**config.mk**
```make
export PLATFORM = sky130hd
export DESIGN_NAME = mem_access_ctrl_flat
export DESIGN_NICKNAME = d
export VERILOG_FILES = /design/src/rtl/mem_access_ctrl_if.sv /design/src/rtl/mem_access_ctrl.sv /design/src/flat_wrapper.sv
export SDC_FILE = /design/constraint.sdc
export NUM_CORES = 1
export LEC_CHECK = 0
export ABC_AREA = 1
export CAP_MARGIN = 20
export CORE_MARGIN = 2
export CORE_UTILIZATION = 46
export CTS_BUF_LIST = sky130_fd_sc_hd__clkbuf_8
export CTS_CLUSTER_SIZE = 28
export DETAILED_ROUTE_END_ITERATION = 7
export DONT_BUFFER_PORTS = 1
export GPL_ROUTABILITY_DRIVEN = 0
export GPL_TIMING_DRIVEN = 0
export PLACE_DENSITY = 0.62
export SLEW_MARGIN = 20
export SYNTH_ARGS = -nofsm -noshare
export SYNTH_HDL_FRONTEND = slang
export SYNTH_SLANG_ARGS = --single-unit
```
**constraint.sdc**
```tcl
create_clock -name clk -period 1.7 [get_ports clk]
set_input_delay 0.425 -clock clk [delete_from_list [all_inputs] [get_ports clk]]
set_output_delay 0.425 -clock clk [all_outputs]
set_load 0.01 [all_outputs]
```
**src/rtl/mem_access_ctrl_if.sv**
```systemverilog
// -----------------------------------------------------------------------------
// mem_access_ctrl_if
// Data-bus (dbus) port bundle between the memory-stage controller and memory.
//   dreq_valid    request valid (controller -> memory)
//   dreq_addr     byte address of the access
//   dreq_size     access size code: 0=1B, 1=2B, 2=4B, 3=8B
//   dreq_strobe   byte-lane write enables, zero for loads
//   dreq_data     lane-aligned store data
//   dresp_addr_ok address phase accepted (memory -> controller)
//   dresp_data_ok data phase complete
//   dresp_data    lane-aligned read data
// master: the controller side; slave: the memory side.
// -----------------------------------------------------------------------------
interface mem_access_ctrl_if #(
  parameter int AW = 64,
  parameter int DW = 64
);
  logic          dreq_valid;
  logic [AW-1:0] dreq_addr;
  logic [1:0]    dreq_size;
  logic [7:0]    dreq_strobe;
  logic [DW-1:0] dreq_data;
  logic          dresp_addr_ok;
  logic          dresp_data_ok;
  logic [DW-1:0] dresp_data;

  modport master (
    output dreq_valid, dreq_addr, dreq_size, dreq_strobe, dreq_data,
    input  dresp_addr_ok, dresp_data_ok, dresp_data
  );

  modport slave (
    input  dreq_valid, dreq_addr, dreq_size, dreq_strobe, dreq_data,
    output dresp_addr_ok, dresp_data_ok, dresp_data
  );
endinterface

```
**src/rtl/mem_access_ctrl.sv**
```systemverilog
// -----------------------------------------------------------------------------
// mem_access_ctrl
// Memory-stage data-bus controller. Accepts one load/store from the pipeline,
// checks alignment, builds lane-aligned write data and strobes, runs the
// two-phase dbus handshake (addr_ok then data_ok), stalls the pipeline while
// the access is outstanding and returns sign/zero-extended load data.
// Ports:
//   clk, reset    clock, synchronous active-high reset
//   valid         memory op present (fields held while stall=1)
//   is_store      1=store, 0=load
//   addr          byte address
//   wdata         right-justified store data
//   msize         0=1B, 1=2B, 2=4B, 3=8B
//   load_signed   sign-extend the load result
//   flush         kill the current op
//   dbus          dbus master port (see mem_access_ctrl_if)
//   stall         hold the pipeline
//   done          one-cycle completion pulse
//   rdata         extended load result, valid with done (0 for stores)
//   misalign      with done: access faulted, no bus traffic issued
// -----------------------------------------------------------------------------

// Protocol checker for the controller's dbus handshake.
module mem_access_ctrl_chk (
  input logic clk,
  input logic reset,
  input logic in_req,
  input logic dreq_valid,
  input logic done,
  input logic addr_ok,
  input logic data_ok
);
  // The data phase may not complete before the address phase is accepted.
  a_data_before_addr: assert property (@(posedge clk) disable iff (reset)
    !(in_req && data_ok && !addr_ok));

  // A completion pulse never coincides with an outstanding request.
  a_no_req_with_done: assert property (@(posedge clk) disable iff (reset)
    !(dreq_valid && done));
endmodule

module mem_access_ctrl #(
  parameter int AW = 64,
  parameter int DW = 64
) (
  input  logic                 clk,
  input  logic                 reset,
  input  logic                 valid,
  input  logic                 is_store,
  input  logic [AW-1:0]        addr,
  input  logic [DW-1:0]        wdata,
  input  logic [1:0]           msize,
  input  logic                 load_signed,
  input  logic                 flush,
  mem_access_ctrl_if.master    dbus,
  output logic                 stall,
  output logic                 done,
  output logic [DW-1:0]        rdata,
  output logic                 misalign
);

  typedef enum logic [1:0] {
    ST_IDLE = 2'd0,
    ST_REQ  = 2'd1,
    ST_WAIT = 2'd2,
    ST_DONE = 2'd3
  } state_e;

  state_e        state_r;
  logic          dreq_valid_r;
  logic [AW-1:0] dreq_addr_r;
  logic [1:0]    dreq_size_r;
  logic [7:0]    dreq_strobe_r;
  logic [63:0]   dreq_data_r;
  logic          done_r;
  logic          misalign_r;
  logic [63:0]   rdata_r;
  logic          killed_r;
  logic          op_store_r;
  logic          op_signed_r;

  logic          busy_s;
  logic          kill_now_s;
  logic          in_req_s;
  logic [63:0]   load_result_s;

  // Alignment fault: the low address bits must be zero for the access size.
  function automatic logic is_misaligned(input logic [2:0] off, input logic [1:0] size);
    logic res;
    case (size)
      2'd0:    res = 1'b0;
      2'd1:    res = off[0];
      2'd2:    res = |off[1:0];
      2'd3:    res = |off;
      default: res = 1'b0;
    endcase
    return res;
  endfunction

  // Byte enables: 2^size ones shifted to the starting lane.
  function automatic logic [7:0] lane_strobe(input logic [2:0] off, input logic [1:0] size);
    logic [7:0] base;
    case (size)
      2'd0:    base = 8'h01;
      2'd1:    base = 8'h03;
      2'd2:    base = 8'h0F;
      2'd3:    base = 8'hFF;
      default: base = 8'h00;
    endcase
    return base << off;
  endfunction

  // Move right-justified store data onto its byte lanes.
  function automatic logic [63:0] lane_data(input logic [63:0] data, input logic [2:0] off);
    return data << {off, 3'b000};
  endfunction

  // Pull the addressed bytes down to bit 0 and extend them to 64 bits.
  function automatic logic [63:0] load_extend(input logic [63:0] data, input logic [2:0] off,
                                              input logic [1:0] size, input logic sgn);
    logic [63:0] raw;
    logic [63:0] res;
    raw = data >> {off, 3'b000};
    case (size)
      2'd0:    res = {{56{sgn & raw[7]}},  raw[7:0]};
      2'd1:    res = {{48{sgn & raw[15]}}, raw[15:0]};
      2'd2:    res = {{32{sgn & raw[31]}}, raw[31:0]};
      2'd3:    res = raw;
      default: res = 64'd0;
    endcase
    return res;
  endfunction

  // Status decode and the value captured into rdata on completion.
  always_comb begin
    busy_s     = (state_r == ST_REQ) || (state_r == ST_WAIT);
    in_req_s   = (state_r == ST_REQ);
    kill_now_s = killed_r | flush;
    if (op_store_r) begin
      load_result_s = 64'd0;
    end else begin
      load_result_s = load_extend(dbus.dresp_data, dreq_addr_r[2:0], dreq_size_r, op_signed_r);
    end
  end

  // A flushed op no longer holds the pipeline, even while its bus access drains.
  assign stall = valid & ~done_r & ~(busy_s & kill_now_s);

  // Access sequencer: accept, request, wait for data, report completion.
  always_ff @(posedge clk) begin
    if (reset) begin
      state_r       <= ST_IDLE;
      dreq_valid_r  <= 1'b0;
      dreq_addr_r   <= '0;
      dreq_size_r   <= 2'd0;
      dreq_strobe_r <= 8'h00;
      dreq_data_r   <= 64'd0;
      done_r        <= 1'b0;
      misalign_r    <= 1'b0;
      rdata_r       <= 64'd0;
      killed_r      <= 1'b0;
      op_store_r    <= 1'b0;
      op_signed_r   <= 1'b0;
    end else begin
      case (state_r)
        ST_IDLE: begin
          done_r     <= 1'b0;
          misalign_r <= 1'b0;
          killed_r   <= 1'b0;
          if (valid && !flush) begin
            dreq_addr_r   <= addr;
            dreq_size_r   <= msize;
            op_store_r    <= is_store;
            op_signed_r   <= load_signed;
            dreq_strobe_r <= is_store ? lane_strobe(addr[2:0], msize) : 8'h00;
            dreq_data_r   <= is_store ? lane_data(wdata, addr[2:0]) : 64'd0;
            if (is_misaligned(addr[2:0], msize)) begin
              // Fault reported straight away; the bus is never touched.
              state_r      <= ST_DONE;
              done_r       <= 1'b1;
              misalign_r   <= 1'b1;
              rdata_r      <= 64'd0;
              dreq_valid_r <= 1'b0;
            end else begin
              state_r      <= ST_REQ;
              dreq_valid_r <= 1'b1;
            end
          end else begin
            state_r      <= ST_IDLE;
            dreq_valid_r <= 1'b0;
          end
        end
        ST_REQ: begin
          if (flush) begin
            killed_r <= 1'b1;
          end
          if (dbus.dresp_addr_ok) begin
            dreq_valid_r <= 1'b0;
            if (dbus.dresp_data_ok) begin
              if (kill_now_s) begin
                state_r  <= ST_IDLE;
                killed_r <= 1'b0;
              end else begin
                state_r <= ST_DONE;
                done_r  <= 1'b1;
                rdata_r <= load_result_s;
              end
            end else begin
              state_r <= ST_WAIT;
            end
          end else begin
            state_r <= ST_REQ;
          end
        end
        ST_WAIT: begin
          if (flush) begin
            killed_r <= 1'b1;
          end
          if (dbus.dresp_data_ok) begin
            if (kill_now_s) begin
              state_r  <= ST_IDLE;
              killed_r <= 1'b0;
            end else begin
              state_r <= ST_DONE;
              done_r  <= 1'b1;
              rdata_r <= load_result_s;
            end
          end else begin
            state_r <= ST_WAIT;
          end
        end
        ST_DONE: begin
          state_r    <= ST_IDLE;
          done_r     <= 1'b0;
          misalign_r <= 1'b0;
        end
        default: begin
          state_r      <= ST_IDLE;
          dreq_valid_r <= 1'b0;
          done_r       <= 1'b0;
          misalign_r   <= 1'b0;
          killed_r     <= 1'b0;
        end
      endcase
    end
  end

  assign dbus.dreq_valid  = dreq_valid_r;
  assign dbus.dreq_addr   = dreq_addr_r;
  assign dbus.dreq_size   = dreq_size_r;
  assign dbus.dreq_strobe = dreq_strobe_r;
  assign dbus.dreq_data   = dreq_data_r;
  assign done             = done_r;
  assign misalign         = misalign_r;
  assign rdata            = rdata_r;

  mem_access_ctrl_chk u_chk (
    .clk        (clk),
    .reset      (reset),
    .in_req     (in_req_s),
    .dreq_valid (dreq_valid_r),
    .done       (done_r),
    .addr_ok    (dbus.dresp_addr_ok),
    .data_ok    (dbus.dresp_data_ok)
  );

endmodule

```
**src/flat_wrapper.sv**
```systemverilog
// flat-port wrapper written by rule: the top's interface ports become plain ports
module mem_access_ctrl_flat 
#(
  parameter int AW = 64,
  parameter int DW = 64
)
  (clk, reset, valid, is_store, addr, wdata, msize, load_signed, flush, stall, done, rdata, misalign, dbus_dreq_valid, dbus_dreq_addr, dbus_dreq_size, dbus_dreq_strobe, dbus_dreq_data, dbus_dresp_addr_ok, dbus_dresp_data_ok, dbus_dresp_data);
  mem_access_ctrl_if #(.AW(AW), .DW(DW)) dbus_i ();
  input  logic clk;
  input  logic reset;
  input  logic valid;
  input  logic is_store;
  input  logic [AW-1:0] addr;
  input  logic [DW-1:0] wdata;
  input  logic [1:0] msize;
  input  logic load_signed;
  input  logic flush;
  output logic stall;
  output logic done;
  output logic [DW-1:0] rdata;
  output logic misalign;
  output wire logic [$bits(dbus_i.dreq_valid)-1:0] dbus_dreq_valid;
  output wire logic [$bits(dbus_i.dreq_addr)-1:0] dbus_dreq_addr;
  output wire logic [$bits(dbus_i.dreq_size)-1:0] dbus_dreq_size;
  output wire logic [$bits(dbus_i.dreq_strobe)-1:0] dbus_dreq_strobe;
  output wire logic [$bits(dbus_i.dreq_data)-1:0] dbus_dreq_data;
  input wire logic [$bits(dbus_i.dresp_addr_ok)-1:0] dbus_dresp_addr_ok;
  input wire logic [$bits(dbus_i.dresp_data_ok)-1:0] dbus_dresp_data_ok;
  input wire logic [$bits(dbus_i.dresp_data)-1:0] dbus_dresp_data;
  assign dbus_dreq_valid = dbus_i.dreq_valid;
  assign dbus_dreq_addr = dbus_i.dreq_addr;
  assign dbus_dreq_size = dbus_i.dreq_size;
  assign dbus_dreq_strobe = dbus_i.dreq_strobe;
  assign dbus_dreq_data = dbus_i.dreq_data;
  assign dbus_i.dresp_addr_ok = dbus_dresp_addr_ok;
  assign dbus_i.dresp_data_ok = dbus_dresp_data_ok;
  assign dbus_i.dresp_data = dbus_dresp_data;
  mem_access_ctrl #(.AW(AW), .DW(DW)) u_core (.clk(clk), .reset(reset), .valid(valid), .is_store(is_store), .addr(addr), .wdata(wdata), .msize(msize), .load_signed(load_signed), .flush(flush), .dbus(dbus_i), .stall(stall), .done(done), .rdata(rdata), .misalign(misalign));
endmodule
```
==> impl_metrics.sql <==
INSERT INTO impl_metrics (metric_group, metric, value, unit) VALUES
('critical_path', 'critical_path.max_fanout', '2', ''),
('yosys', 'yosys_register_bits', '210', ''),
('yosys', 'postSynth.topFlopCell', 'sky130_fd_sc_hd__dfxtp_1', ''),
('pwr', 'cellInternalPower', '8.862', 'mW'),
('timing', 'fin_crit_sh', '111.3', '%'),
('clock_tree', 'clock_tree.buffer_depth', '3', ''),
('global_route', 'first_global_vias', '12236', ''),
('yosys', 'postSynthCellCount', '1761', ''),
('timing', 'rsz0062_at_grt', 'true', ''),
('finish', 'drive_gt1_share', '22.10', '%'),
('yosys', 'synth_top_area_cell', 'sky130_fd_sc_hd__dfxtp_1', ''),
('critical_path', 'critPathLaunchType', 'flip-flop', ''),
('finish', 'finish.instance_area', '14480', 'µm²'),
('detailed_routing', 'detailedRoute.firstIterationViolations', '1305', ''),
('yosys', 'synth_area', '11400', 'µm²'),
('clock_tree', 'clock-sinks', '210', ''),
('yosys', 'yosys.area.top_type_share', '36.87', '%'),
('pwr', 'pnr_total_power', '13.57', 'mW'),
('status', 'status', 'finished, violations left', ''),
('finish', 'register_area', '4218', 'µm²'),
('yosys', 'ys_async_sr_fraction', '0', '%'),
('timing', 'max_clock_freq', '528.6', 'MHz'),
('floorplanning', 'die_outline_area', '26060', 'µm²'),
('critical_path', 'slowest_cell_on_the_critical_path', 'sky130_fd_sc_hd__dfxtp_2', ''),
('pwr', 'powerDensity', '937.0', 'nW/µm²'),
('finish', 'post-route-util', '59.54', '%'),
('placement', 'dpl-instance-area', '11820', 'µm²'),
('yosys', 'synth_edf_count', '0', ''),
('detailed_routing', 'wl_per_cell', '22.44', 'µm'),
('pwr', 'clockPowerShare', '34.8', '%'),
('flow_run', 'count_of_maximum_capacitance_violations', '0', ''),
('pwr', 'pwr-share-seq', '39.7', '%'),
('timing', 'min_period', '1.892', 'ns'),
('detailed_routing', 'route.final.wire_length', '49.31', 'mm'),
('global_route', 'grt_start_max_net_pins', '11', ''),
('floorplanning', 'io_pins', '408', ''),
('timing', 'post-route-worst-setup-slack', '-0.1920', 'ns'),
('critical_path', 'max_stage_delay', '0.34', 'ns'),
('pwr', 'total_leakage_power', '5.835', 'nW'),
('status', 'violations', 'negative setup slack', ''),
('clock_tree', 'root_buffer', 'sky130_fd_sc_hd__clkbuf_8', ''),
('floorplanning', 'die_width', '161.4', 'µm'),
('yosys', 'synthesis.area_per_instance', '6.474', 'µm²'),
('placement', 'place.port_buffers', '0', ''),
('pwr', 'combinationalPowerShare', '25.5', '%'),
('yosys', 'synth_sequential_area_ratio', '36.87', '%'),
('yosys', 'postSynthNetCount', '1968', ''),
('clock_tree', 'cts_buffers', '37', ''),
('pwr', 'ir_drop', '0.7354', 'mV'),
('detailed_routing', 'first_pass_iteration_count_of_the_detailed_router', '6', ''),
('detailed_routing', 'antenna_violating_nets_post_route', '0', ''),
('global_route', 'track_usage', '35.23', '%'),
('floorplanning', 'floorplan.rows', '57', ''),
('timing', 'final.setup.tns', '-6.379', 'ns'),
('global_route', 'grt-ovfl-total', '0', ''),
('clock_tree', 'tritoncts', 'yes', ''),
('floorplanning', 'die_h', '161.4', 'µm'),
('clock_tree', 'cts.clk_slew.worst_paths', '0.06', 'ns'),
('timing', 'worst_hold_slack', '0.01669', 'ns'),
('critical_path', 'critical_path.cell_chain', 'inv_2, ha_4, inv_4, nor2_4, nor3_4', ''),
('detailed_routing', 'drt-vias-per-instance', '5.946', ''),
('global_route', 'grt_antenna_before_repair', '1', ''),
('yosys', 'synth_cell_types', '40', ''),
('detailed_routing', 'routed_via_count', '13069', ''),
('clock_tree', 'clk-insertion-delay-late', '0.56', 'ns'),
('placement', 'dp.cells', '2085', ''),
('yosys', 'yosys-top-cells-area', 'sky130_fd_sc_hd__dfxtp_1 (37%), sky130_fd_sc_hd__nand2_1 (21%), sky130_fd_sc_hd__nand3_1 (10%)', ''),
('finish', 'stdcell_count', '2198', ''),
('clock_tree', 'htree_num_levels', '2', ''),
('timing', 'setup_viol', '79', ''),
('timing', 'worstMarginPinSlew', '0.7733', 'ns');
-- cells by family after synthesis --
| logic type | Yosys count | synth area share (%) |
|---|---|---|
| DFF | 210 | 36.87 |
| buffers and inverters | 223 | 9.263 |
| AOI/OAI and AO/OA | 361 | 17.03 |
| muxes | 17 | 1.493 |
| adders and majority gates | 5 | 0.5487 |
| and+or+nand+nor | 945 | 34.79 |
-- placed cells by master (no fill, tap or decap), types with 41 or more instances in the layout --
cell type	n
sky130_fd_sc_hd__dfxtp_1	203
sky130_fd_sc_hd__nand2_1	615
sky130_fd_sc_hd__clkbuf_8	43
sky130_fd_sc_hd__nand3_2	41
sky130_fd_sc_hd__nand3_1	157
sky130_fd_sc_hd__inv_1	74
sky130_fd_sc_hd__o21ai_0	72
sky130_fd_sc_hd__a21oi_2	49
sky130_fd_sc_hd__a21oi_1	150
-- repair_timing --
item / CTS / global route
gates cloned: 12 / 4
setup buffers: 20 / 12
pin swaps: 30 / 119
endpoints found under the hold margin: 0 / 1
resized for setup: 185 / 231
hold buffers: 0 / 1
endpoints found under the setup margin: 205 / 147
-- power by group through the flow --
stage               logic, mW  registers (mW)  clock network, mW
detailed placement       2.43            5.49                  0
global placement         2.40            5.49                  0
global route             3.70            5.41               4.99
CTS                      2.95            5.39               4.74
finish                   3.46            5.39               4.72
floorplan                1.77            5.42                  0
-- synth_stat cells (all sizes together), types with 8 or more instances --
cell type	instances
mux2i	17
or2	15
nand3	234
a21oi	200
o21ai	106
nand4	8
a22oi	9
nand2	639
clkbuf	55
inv	78
buf	88
nor2	43
o211ai	32
dfxtp	210
-- sequential cells by signal (all words and copies together) (netlist names) --
register	cells
u_core.dbus.dreq_addr	64
u_core.killed_r	1
u_core.dbus.dreq_valid	1
u_core.done	1
u_core.op_store_r	1
u_core.dbus.dreq_data	64
u_core.op_signed_r	1
u_core.rdata	64
u_core.dbus.dreq_strobe	8
u_core.misalign	1
u_core.state_r	2
u_core.dbus.dreq_size	2
-- per-layer routing --
metal | GRT usage, % | part of all wire [%]
met1 | 38.95 | 34
met2 | 58.62 | 47
met3 | 13.20 | 12
met4 | 19.28 | 6.4
met5 | 0 | 0
-- area by class of cell --
cell class / instances / share of cell area [%]
multi-input combinational: 1328 / 49.65
sequential: 210 / 29.13
clock buffer: 43 / 4.087
timing repair buffer: 47 / 4.087
antenna: 1 / 0.01728
inverter: 79 / 2.221
clock inverter: 22 / 0.9333
buffer: 144 / 7.069
tap: 324 / 2.800
-- worst paths after layout --
path	startpoint	to	slack [ns]	cells past startpoint
setup reg to reg	u_core.state_r[1]$_SDFF_PP0_	u_core.rdata[62]$_SDFFE_PP0P_	-0.19	11
hold reg to reg	u_core.rdata[31]$_SDFFE_PP0P_	u_core.rdata[31]$_SDFFE_PP0P_	0.51	2
setup / recovery	u_core.state_r[0]$_SDFF_PP0_	stall	-0.19	5
hold / removal	addr[14]	u_core.dbus.dreq_addr[14]$_SDFFE_PP0P_	0.02	2
-- worst max-delay path, delay by kind of cell (launching register included) --
kind	cells	cell delay [ns]
simple gates	2	0.22
flops	1	0.34
fa+ha+maj	1	0.24
buf+inv	2	0.12
(Power assumes the default switching activity.)
